--- config.mk ---
export PLATFORM = sky130hd
export DESIGN_NAME = mem_arbiter
export DESIGN_NICKNAME = d
export VERILOG_FILES = /design/src/rtl/mem_arbiter.sv
export SDC_FILE = /design/constraint.sdc
export NUM_CORES = 1
export LEC_CHECK = 0
export CORE_AREA = 2 2 103 105
export CTS_BUF_LIST = sky130_fd_sc_hd__clkbuf_4 sky130_fd_sc_hd__clkbuf_8
export DETAILED_ROUTE_END_ITERATION = 7
export DIE_AREA = 0 0 105 107
export SLEW_MARGIN = 40
export SYNTH_ARGS = -nofsm -noshare
export SYNTH_HDL_FRONTEND = slang
export SYNTH_SLANG_ARGS = --single-unit
export TNS_END_PERCENT = 50
--- constraint.sdc ---
create_clock -name CLK -period 2.4 [get_ports CLK]
set_input_delay 0.36 -clock CLK [delete_from_list [all_inputs] [get_ports CLK]]
set_output_delay 0.36 -clock CLK [all_outputs]
set_load 0.02 [all_outputs]
--- src/rtl/mem_arbiter.sv ---
// Single-port RAM arbiter: d-side priority with bounded i-side starvation.
// Optional `ARB_STATS_EN adds icount/dcount/stallcnt counters.
module mem_arbiter #(
    parameter int ADDR_W      = 32,
    parameter int MAX_DSTREAK = 4
) (
    input  logic              CLK,
    input  logic              nRST,
    input  logic              iREN,
    input  logic [ADDR_W-1:0] iaddr,
    output logic [ADDR_W-1:0] iload,
    output logic              iwait,
    input  logic              dREN,
    input  logic              dWEN,
    input  logic [ADDR_W-1:0] daddr,
    input  logic [ADDR_W-1:0] dstore,
    output logic [ADDR_W-1:0] dload,
    output logic              dwait,
    output logic              ramREN,
    output logic              ramWEN,
    output logic [ADDR_W-1:0] ramaddr,
    output logic [ADDR_W-1:0] ramstore,
    input  logic [ADDR_W-1:0] ramload,
    input  logic [1:0]        ramstate
`ifdef ARB_STATS_EN
    ,
    output logic [31:0]       icount,
    output logic [31:0]       dcount,
    output logic [31:0]       stallcnt
`endif
);

    typedef enum logic [1:0] {
        IDLE   = 2'b00,
        IGRANT = 2'b01,
        DGRANT = 2'b10
    } state_t;

    localparam logic [1:0] RAM_ACCESS = 2'b10;
    localparam logic [1:0] RAM_ERROR  = 2'b11;
    localparam logic [3:0] W_MAX      = 4'(MAX_DSTREAK);

    state_t     r_state;
    logic [3:0] r_streak;

    logic w_dreq;
    logic w_acc;
    logic w_err;
    logic w_idone;
    logic w_ddone;
    logic w_iforce;

    assign w_dreq   = dREN | dWEN;
    assign w_acc    = (ramstate == RAM_ACCESS);
    assign w_err    = (ramstate == RAM_ERROR);
    assign w_idone  = (r_state == IGRANT) && iREN && w_acc;
    assign w_ddone  = (r_state == DGRANT) && w_dreq && w_acc;
    assign w_iforce = iREN && (r_streak == W_MAX);

    always_ff @(posedge CLK or negedge nRST) begin
        if (!nRST) begin
            r_state  <= IDLE;
            r_streak <= '0;
        end else begin
            unique case (r_state)
                IDLE: begin
                    if (w_dreq && !w_iforce) begin
                        r_state <= DGRANT;
                    end else if (iREN) begin
                        r_state <= IGRANT;
                    end
                end
                IGRANT: begin
                    if (!iREN) begin
                        r_state <= IDLE;
                    end else if (w_acc) begin
                        r_state  <= IDLE;
                        r_streak <= '0;
                    end else if (w_err) begin
                        r_state <= IDLE;
                    end
                end
                DGRANT: begin
                    if (!w_dreq) begin
                        r_state <= IDLE;
                    end else if (w_acc) begin
                        r_state <= IDLE;
                        // Count d-wins only while the i-side is actually waiting
                        if (!iREN) begin
                            r_streak <= '0;
                        end else if (r_streak != W_MAX) begin
                            r_streak <= r_streak + 4'd1;
                        end
                    end else if (w_err) begin
                        r_state <= IDLE;
                    end
                end
                default: r_state <= IDLE;
            endcase
        end
    end

    always_comb begin
        ramREN   = 1'b0;
        ramWEN   = 1'b0;
        ramaddr  = '0;
        ramstore = '0;
        iwait    = 1'b1;
        dwait    = 1'b1;
        iload    = '0;
        dload    = '0;
        unique case (r_state)
            IGRANT: begin
                ramREN  = 1'b1;
                ramaddr = iaddr;
                if (w_idone) begin
                    iwait = 1'b0;
                    iload = ramload;
                end
            end
            DGRANT: begin
                ramREN   = dREN;
                ramWEN   = dWEN;
                ramaddr  = daddr;
                ramstore = dstore;
                if (w_ddone) begin
                    dwait = 1'b0;
                    dload = ramload;
                end
            end
            default: ;
        endcase
    end

`ifdef ARB_STATS_EN
    logic [31:0] r_icount;
    logic [31:0] r_dcount;
    logic [31:0] r_stallcnt;

    always_ff @(posedge CLK or negedge nRST) begin
        if (!nRST) begin
            r_icount   <= '0;
            r_dcount   <= '0;
            r_stallcnt <= '0;
        end else begin
            if (w_idone) r_icount <= r_icount + 32'd1;
            if (w_ddone) r_dcount <= r_dcount + 32'd1;
            if (iREN && iwait) r_stallcnt <= r_stallcnt + 32'd1;
        end
    end

    assign icount   = r_icount;
    assign dcount   = r_dcount;
    assign stallcnt = r_stallcnt;
`endif

endmodule

==> impl_metrics.csv, run 1 <==
group,metric,value,unit
pwr,peakVddDrop,0.335,mV
cells_and_area,final_nets,643,
die,ios,267,
grt,grt_usage,18.5,%
synthesis,synth_area,0.00168,mm^2
clock_network,root_buffer,"clkbuf_8",
clock_network,numCtsBuffers,3,
die,row_count,37,
placement,port_buffers,266,
clock_network,clock_sink_count,6,
detailed_routing,wire_per_inst,17.5,um
critical_path,crit_path_top_delay_cell,"clkdlybuf4s50_1",
synthesis,synth.distinct_cells,31,
cells_and_area,n_antenna_cell,0,
min_path,min_path_type,"in2async",
sta,finalSetupViolations,0,
synthesis,netlist_instances,243,
grt,grt_pass1_wl,16500,um
clock_network,h-tree-depth,1,
grt,antenna_found_initial,0,
clock_network,cts_buffer_depth,2,
sta,worstMarginPinSlew,0.510,ns
synthesis,synth_top_cell_area_share,25.0,%
sta,period_minus_slack,2.29,ns
critical_path,cp-start-kind,"flip-flop",
synthesis,ys_ff_latch,6,
critical_path,critPathMaxStageDelay,0.59,ns
run,drv_cap,0,
sta,fin_skew,0.00736,ns
critical_path,timing.critical_path.buf_inv,3,
critical_path,endpoint_kind,"output pin",
critical_path,critical_path_class,"reg2out",
die,start_util,16.6,%
critical_path,worstPathMaxFanout,47,
synthesis,syn_nets,384,
sta,slew_headroom,65.8,%
pwr,leakagePower,2.84,nW
sta,hold_viol,0,
cells_and_area,regArea,150,um^2
placement,dp_hpwl,9040,um
pwr,power_density,628,mW/mm^2
clock_network,cts_tree,"built",
die,die_w,105,um
synthesis,synth-seq-area-share,8.95,%
detailed_routing,drtPass1Iterations,6,
detailed_routing,drc,0,
critical_path,worstPathCellList,"inv_1 > ha_4 > buf_12 > and2_1 > clkdlybuf4s50_1",
synthesis,ys_top_cells_by_area,"and2_1 (25%), a22oi_1 (14%), and3_1 (13%)",
placement,place.gp.congestion,0.837,
cells_and_area,multiInputGateArea,0.00141,mm^2
detailed_routing,antenna_left,0,
clock_network,clock_latency,0.23,ns
detailed_routing,drt_iter0_drc,209,
sta,period_share,95.3,%
cells_and_area,finalNonFillerCells,636,
critical_path,cp_data_required_time,2.04,ns
cells_and_area,area_delta_synth_final,175,%
die,die_y,107,um
placement,post-place-ws,-0.123,ns
clock_network,clk_pin_slew_worst_paths,0.04,ns
synthesis,synth_warnings,0,
sta,whs,0.384,ns
sta,slew_violations,0,
die,dieArea,0.0112,mm^2
detailed_routing,vias,2856,
sta,rsz0062_at_grt,"no",
status,status,"finished clean",
synthesis,avgSynthCellArea,6.90,um^2
sta,setup_tns,0,ns
grt,grt_max_degree,48,
cells_and_area,fillers,1050,
critical_path,crit_arrival,1.93,ns
detailed_routing,routed_wl,11200,um
detailed_routing,viasPerCell,4.49,
grt,grt_pass1_vias,2977,
die,coreArea,0.0101,mm^2
grt,grt_overflow_total,0,
critical_path,crit_family,"buffers and inverters",
placement,dp_cells,633,
sta,finalWorstSetupSlack,0.112,ns
sta,fmax,437,MHz
cells_and_area,drive_gt1_share,4.20,%
clock_network,postCtsSetupRepairBufs,0,
synthesis,yosys.area.top_type,"and2_1",
## state kept, by name (all words and copies together) (netlist names)
| register | flops |
|---|---|
| r_streak | 4 |
| r_state | 2 |
## stage by stage
stage	utilization, %	power [mW]	area, um^2
CTS	44.7	2.96	4510
finish	45.8	2.90	4620
detailed placement	45.3	2.89	4570
global placement	45.3	2.88	4570
floorplan	-	1.51	1680
global route	45.8	3.11	4620
## Yosys cell counts, drive strengths merged
library cell and instances:
o211a 1, nand3 1, a21oi 1, and3b 1, a22oi 32, dfrtp 6
o21ai 2, a2111o 2, inv 9, o21a 1, buf 3, nor2 3
clkbuf 22, ha 6, and2 67, or2b 1, a221o 4, and4bb 1
o2111ai 1, nor3 2, nand2 1, nor3b 1, a211oi 2, nor4 1
nor4b 1, nor2b 34, and3 36, and2b 1
## worst register-to-register path: cells and delay by family, from the launching register on
| family | cells | cell delay (ns) |
|---|---|---|
| fa+ha+maj | 1 | 0.24 |
| buf+inv | 2 | 0.34 |
| flops | 1 | 0.42 |
| compound gates | 2 | 0.83 |
| simple gates | 1 | 0.09 |
## logic make-up after synthesis
family	count (synthesis)	synth area share (%)
flops	6	8.95
buf+inv	34	8.35
fa+ha+maj	6	4.47
compound gates	46	21.4
simple gates	151	56.8
## where the power goes
| group | leakage, nW | internal (mW) | switching, mW |
|---|---|---|---|
| logic | 2.74 | 1.24 | 1.35 |
| registers | 0.0807 | 0.126 | 0.0338 |
| clock network | 0.0216 | 0.108 | 0.0486 |
| total | 2.84 | 1.47 | 1.43 |
## final timing paths
kind / slack, ns / endpoint / cells after the start / from
max: 0.11 / ramstore[14] / 5 / r_state[0]$_DFFE_PN0P_
min: 0.38 / r_streak[2]$_DFFE_PN0P_ / 1 / nRST
max reg2reg: 0.35 / r_streak[0]$_DFFE_PN0P_ / 6 / r_state[1]$_DFFE_PN0P_
min reg2reg: 0.55 / r_streak[3]$_DFFE_PN0P_ / 1 / r_streak[3]$_DFFE_PN0P_
max in group asynchronous: 1.78 / r_streak[3]$_DFFE_PN0P_ / 1 / nRST
min in group CLK: 0.55 / r_streak[3]$_DFFE_PN0P_ / 1 / r_streak[3]$_DFFE_PN0P_
## timing repair
| item | in CTS | in global routing |
|---|---|---|
| gates resized for setup | 91 | 41 |
| setup endpoints to repair | 106 | 42 |
| hold endpoints to repair | 0 | 0 |
| hold buffers | 0 | 0 |
| gates cloned | 0 | 0 |
## final cells by class
type	instances	share of cell area, %
Timing Repair Buffer	279	60.9
Multi-Input combinational cell	203	30.5
Tap cell	136	3.68
Sequential cell	6	3.25
Clock buffer	3	0.893
Inverter	9	0.731
## layer usage
layer  routed length, um  share of wire [%]  vias up  global-route usage [%]
met4                 308                2.8        0                    5.24
met1                3890                 35     1297                    18.4
met3                1100                9.8       15                    5.65
met2                5860                 53      184                    36.5
li1                    -                  -     1360                       -
met5                   0                  0        -                       0
## placed cells by master, fill, tap and decap left out, drive strengths merged, types with 2 or more instances in the layout
| master | instances |
|---|---|
| a2111o | 2 |
| a211oi | 2 |
| a221o | 4 |
| a22oi | 32 |
| and2 | 67 |
| and3 | 36 |
| buf | 13 |
| clkbuf | 3 |
| clkdlybuf4s50 | 138 |
| dfrtp | 6 |
| dlygate4sd2 | 88 |
| dlymetal6s2s | 40 |
| ha | 6 |
| inv | 9 |
| nor2 | 3 |
| nor2b | 34 |
| nor3 | 2 |
| o21ai | 2 |
(Power assumes the default switching activity.)
==> inputs of run 2 (changes only) <==
--- a/config.mk
+++ b/config.mk
@@ -6,9 +6,9 @@
 export NUM_CORES = 1
 export LEC_CHECK = 0
 export CORE_AREA = 2 2 103 105
-export CTS_BUF_LIST = sky130_fd_sc_hd__clkbuf_4 sky130_fd_sc_hd__clkbuf_8
 export DETAILED_ROUTE_END_ITERATION = 7
 export DIE_AREA = 0 0 105 107
+export HOLD_SLACK_MARGIN = 0.05
 export SLEW_MARGIN = 40
 export SYNTH_ARGS = -nofsm -noshare
 export SYNTH_HDL_FRONTEND = slang
==> results of run 2 <==
Same layout as run 1: the final DEF is identical, and so are final timing and power.
